[src/rtl/noc_pkg.sv]
// Shared router definitions: port naming, flit geometry and allocator states.
package noc_pkg;

  localparam int unsigned NUM_PORTS = 5;
  localparam int unsigned FLIT_W    = 16;
  // Downstream input-buffer depth; default credit pool per output link
  localparam int unsigned BUF_DEPTH = 4;

  typedef enum logic [2:0] {
    PORT_N = 3'd0,
    PORT_S = 3'd1,
    PORT_E = 3'd2,
    PORT_W = 3'd3,
    PORT_L = 3'd4
  } port_e;

  typedef enum logic {
    IDLE   = 1'b0,
    LOCKED = 1'b1
  } alloc_state_e;

endpackage

[src/rtl/rr_arbiter.sv]
// Combinational rotating-priority arbiter: first requester at or after ptr, with wrap.
module rr_arbiter #(
  parameter int unsigned N     = 5,
  parameter int unsigned IDX_W = $clog2(N)
) (
  input  logic [N-1:0]     req,
  input  logic [IDX_W-1:0] ptr,
  input  logic             en,
  output logic [N-1:0]     gnt,
  output logic [IDX_W-1:0] idx
);

  logic             found;
  logic [IDX_W-1:0] cand;

  // Scan N positions starting at ptr; the first hit wins
  always_comb begin
    gnt   = '0;
    idx   = '0;
    found = 1'b0;
    cand  = '0;
    for (int i = 0; i < int'(N); i++) begin
      cand = IDX_W'((int'(ptr) + i) % int'(N));
      if (en && !found && req[cand]) begin
        found     = 1'b1;
        gnt[cand] = 1'b1;
        idx       = cand;
      end
    end
  end

endmodule

[src/rtl/noc_out_port_alloc.sv]
// Per-output-port switch allocator: round-robin among inputs, wormhole lock from
// head to tail flit, and credit tracking of the downstream buffer.
module noc_out_port_alloc
  import noc_pkg::*;
#(
  parameter int unsigned NUM_IN  = NUM_PORTS,
  parameter int unsigned CREDITS = BUF_DEPTH,
  parameter int unsigned CNT_W   = $clog2(CREDITS + 1),
  parameter int unsigned SEL_W   = $clog2(NUM_IN)
) (
  input  logic              clk,
  input  logic              rst,
  input  logic [NUM_IN-1:0] req_i,
  input  logic [NUM_IN-1:0] tail_i,
  input  logic              incr_i,
  output logic [NUM_IN-1:0] gnt_o,
  output logic [SEL_W-1:0]  sel_o,
  output logic              valid_o,
  output logic [CNT_W-1:0]  credits_o,
  output logic              locked_o,
  output logic              ovf_o
);

  alloc_state_e     state_q;
  logic [SEL_W-1:0] rr_ptr_q;
  logic [SEL_W-1:0] owner_q;
  logic [CNT_W-1:0] credits_q;
  logic [SEL_W-1:0] sel_q;
  logic             ovf_q;

  logic              can_send;
  logic              arb_en;
  logic [NUM_IN-1:0] arb_gnt;
  logic [SEL_W-1:0]  arb_idx;
  logic [NUM_IN-1:0] gnt;
  logic [SEL_W-1:0]  win_idx;
  logic              valid;
  logic              win_tail;
  logic [SEL_W-1:0]  next_ptr;

  assign can_send = (credits_q != '0);
  assign arb_en   = can_send && (state_q == IDLE);

  rr_arbiter #(
    .N     (NUM_IN),
    .IDX_W (SEL_W)
  ) u_arb (
    .req (req_i),
    .ptr (rr_ptr_q),
    .en  (arb_en),
    .gnt (arb_gnt),
    .idx (arb_idx)
  );

  // Grant selection: arbiter winner when idle, only the lock owner when locked.
  // Reset masks grants so nothing pops while state is being cleared.
  always_comb begin
    gnt     = '0;
    win_idx = arb_idx;
    if (state_q == LOCKED) begin
      win_idx      = owner_q;
      gnt[owner_q] = req_i[owner_q] & can_send;
    end else begin
      gnt = arb_gnt;
    end
    if (rst) begin
      gnt = '0;
    end
  end

  assign valid    = |gnt;
  assign win_tail = tail_i[win_idx];
  assign next_ptr = (win_idx == SEL_W'(NUM_IN - 1)) ? '0 : win_idx + 1'b1;

  assign gnt_o     = gnt;
  assign valid_o   = valid;
  assign sel_o     = valid ? win_idx : sel_q;
  assign credits_o = credits_q;
  assign locked_o  = (state_q == LOCKED);
  assign ovf_o     = ovf_q;

  // Lock FSM, round-robin pointer, select hold register and credit counter
  always_ff @(posedge clk) begin
    if (rst) begin
      state_q   <= IDLE;
      rr_ptr_q  <= '0;
      owner_q   <= '0;
      credits_q <= CNT_W'(CREDITS);
      sel_q     <= '0;
      ovf_q     <= 1'b0;
    end else begin
      if (valid) begin
        sel_q <= win_idx;
        unique case (state_q)
          IDLE: begin
            if (win_tail) begin
              rr_ptr_q <= next_ptr;
            end else begin
              state_q <= LOCKED;
              owner_q <= win_idx;
            end
          end
          LOCKED: begin
            if (win_tail) begin
              state_q  <= IDLE;
              rr_ptr_q <= next_ptr;
            end
          end
          default: state_q <= IDLE;
        endcase
      end
      // A send and a return in the same cycle cancel out
      if (valid && !incr_i) begin
        credits_q <= credits_q - 1'b1;
      end else if (incr_i && !valid) begin
        if (credits_q == CNT_W'(CREDITS)) begin
          ovf_q <= 1'b1;
        end else begin
          credits_q <= credits_q + 1'b1;
        end
      end
    end
  end

endmodule

[config.mk]
export PLATFORM = sky130hd
export DESIGN_NAME = noc_out_port_alloc
export DESIGN_NICKNAME = d
export VERILOG_FILES = /design/src/rtl/noc_pkg.sv /design/src/rtl/rr_arbiter.sv /design/src/rtl/noc_out_port_alloc.sv
export SDC_FILE = /design/constraint.sdc
export NUM_CORES = 1
export LEC_CHECK = 0
export CORE_MARGIN = 2
export CORE_UTILIZATION = 45
export DETAILED_ROUTE_END_ITERATION = 7
export PLACE_DENSITY = 0.69
export SYNTH_ARGS = -nofsm -noshare
export SYNTH_HDL_FRONTEND = slang
export SYNTH_SLANG_ARGS = --single-unit
[constraint.sdc]
create_clock -name clk -period 14.2 [get_ports clk]
set_input_delay 2.13 -clock clk [delete_from_list [all_inputs] [get_ports clk]]
set_output_delay 2.13 -clock clk [all_outputs]
set_load 0.02 [all_outputs]
==> out/results.ini <==
[sta]
maxSlewViolCount = 0
max_freq_mhz = 108.3
timing.setup.tns_ps = 0
fin_skew_ps = 3.234
tightestPinTransition_ps = 862.8
maxSlewHeadroom_pct = 41.95
setup_violations = 0
hold_viol_final = 0
rsz0062_at_grt = no
min_period_over_period_pct = 65.06
period_needed_ps = 9238
fin_ws_ps = 4962

[run_status]
status = finished clean

[clock_tree]
clk_latency_ps = 250
post_cts_resized = 0
holdBufCountCts = 0
path_clk_slew_ps = 60
htreeDepth = 1
cts_setup_buffers = 0
numCtsBuffers = 3
clock_sinks = 14
cts_tree = yes
clk_path_buf_depth = 2
cts_root_buf = clkbuf_8

[placement]
place.port_buffers = 26
dpl.hpwl_mm = 6.804
dp.cells = 494
globalplace.congestion = 0.9785
pre_cts_ws_ps = 5300

[grt]
grt_remaining_overflow = 0
grt_pass1_wl_mm = 14.52
antenna_found_initial = 0
grt_start_max_net_pins = 43
grt_pass1_vias = 2855
track_usage_pct = 23.91

[drt]
drt_wl_total_mm = 8.660
wl_per_cell_um = 17.39
met1_length_mm = 4.006
routed.top_layer = met4
drc = 0
vias = 3183
dr.pass1.iters = 5
met3_wirelength_um = 481
ant_nets = 0
route.met2.wl_mm = 3.939
viasPerCell = 6.392
first_iter_violations = 226

[logic_synthesis]
synth_edf_count = 0
avgSynthCellArea_um2 = 7.452
syn_nets = 444
synth-seq-cells = 14
synth_top_area_cell = ha_1
async_reset_ff_share_pct = 0
netlist.area_leader.share_pct = 9.488
synthCells = 407
synth.area.top_cells = ha_1 9.5%, dfxtp_1 9.2%, nor2_1 5.3%
ys.flop_type = dfxtp_1
synthDistinctLibCells = 81
synthesis.area_mm2 = 0.003033
ys_warn_count = 0
ys_seq_area_share_pct = 9.241

[layout]
finalNetCount = 459
syn2layout_area_growth_pct = 11.22
drive_gt1_share_pct = 7.363
diodes = 0
layout.cells.non_filler = 498
fillCellCount = 621

[critical_path]
path_class = flip-flop to primary output
worstPathRequired_ps = 12070
cp_common_cell = ha_1
crit_path_max_fanout = 42
crit_slowest_cell = a22oi_1
cp-end-kind = primary output
cp_data_arrival_time_ps = 7110
crit_chain = buf_4 -> inv_2 -> ha_1 -> inv_1 -> ha_1 -> inv_1 -> ha_1 -> nor3_1 -> nor2_1 -> xnor2_1 -> ha_1 -> nand2b_1 -> a22oi_1 -> nor3_1 -> a311o_1 -> a22oi_1 -> nor4_1 -> a221oi_1 -> o32ai_1 -> nor3_2 -> mux2_2 -> clkdlybuf4s50_1
max_stage_delay_ps = 670
start_kind = flip-flop

[die]
die_w_um = 86.10
ioPinCount = 27
start_util_pct = 47.22
core-area_mm2 = 0.006422
die_h_um = 86.10
dieArea_mm2 = 0.007412
row_count = 29

[worst_hold_path]
min-delay-path-class = flip-flop to flip-flop

[run]
maxCapViolations = 0

-- cell usage after synthesis (6+ instances only) --
cell type,instances
nand2b_1,8
dfxtp_1,14
nor3_1,14
nor4_1,6
nand3_1,9
ha_1,23
mux2_2,7
a31oi_1,9
o21ai_0,12
nor2_1,43
a211oi_1,9
mux2i_1,15
nor2b_1,11
and2_1,9
nand2_1,25
buf_2,6
xnor2_1,9
inv_1,27
a21o_1,8
a21oi_1,17
clkbuf_1,10
and3_1,8
-- final cells by class --
class	count	area [µm²]	share of cell area, %
tap	77	96.34	2.856
clock buffer	4	55.05	1.632
timing repair buffer	27	267.8	7.938
sequential	14	280.3	8.309
multi-input combinational	347	2565	76.04
inverter	29	108.9	3.227
-- sequential cells by signal (all words and copies together) (netlist names) --
register / count
credits_o: 3
sel_q: 3
locked_o: 1
owner_q: 3
rr_ptr_q: 3
ovf_o: 1
-- per-stage QoR --
stage          util (%)  cell area, µm²  hold slack (ps)
2_1_floorplan         -            3033            559.6
3_3_place_gp      51.67            3318            456.7
3_5_place_dp      51.67            3318            470.6
4_1_cts           52.52            3373            485.4
5_1_grt           52.52            3373            561.7
6_report          52.52            3373            482.4
-- cells in the final DEF (no fill, tap or decap), drive strengths merged, types with 4 or more instances in the layout --
master,Yosys,routed
a211oi,10,10
a21o,8,8
a21oi,18,18
a221oi,6,6
a22o,4,4
a31oi,9,9
a32oi,5,5
and2,9,9
and3,8,8
clkbuf,10,4
clkdlybuf4s50,0,26
dfxtp,14,14
ha,23,23
inv,28,28
mux2,10,10
mux2i,15,15
nand2,25,25
nand2b,8,8
nand3,9,9
nand3b,5,5
nor2,43,43
nor2b,11,11
nor3,15,15
nor4,7,7
nor4b,5,5
o211ai,5,5
o21a,4,4
o21ai,12,12
xnor2,10,10
-- final timing paths --
kind               startpoint  depth (start not counted)  slack, ps      endpoint
setup / recovery  rr_ptr_q[0]                         22       4960      sel_o[0]
hold / removal          ovf_o                          2        480         ovf_o
setup reg to reg  rr_ptr_q[0]                         27       6970  credits_o[2]
hold reg to reg         ovf_o                          2        480         ovf_o
-- cells by family (layout without fill, tap and decap cells) --
logic type,Yosys count,after routing,synth area share [%]
compound gates,118,118,30.36
fa+ha+maj,24,24,10.15
flops,14,14,9.241
mux,25,25,8.911
simple gates,167,167,30.65
xor+xnor,13,13,4.497
buf+inv,46,60,6.188
-- critical path: cells and delay by family (launching register included) --
| family | cells | cell delay (ps) |
|---|---|---|
| compound gates | 5 | 2030 |
| buf+inv | 5 | 1280 |
| simple gates | 6 | 1140 |
| fa+ha+maj | 4 | 1320 |
| mux | 1 | 400 |
| flops | 1 | 300 |
| xor+xnor | 1 | 380 |
-- routing by layer --
metal | GRT usage [%] | up-vias
met5 | 0 | -
met1 | 33.70 | 1478
met4 | 7.504 | 0
li1 | - | 1572
met2 | 38.62 | 114
met3 | 1.829 | 19
Power is not shown: default switching activity piles up to over one toggle a cycle in this logic, so the estimate is an artifact.
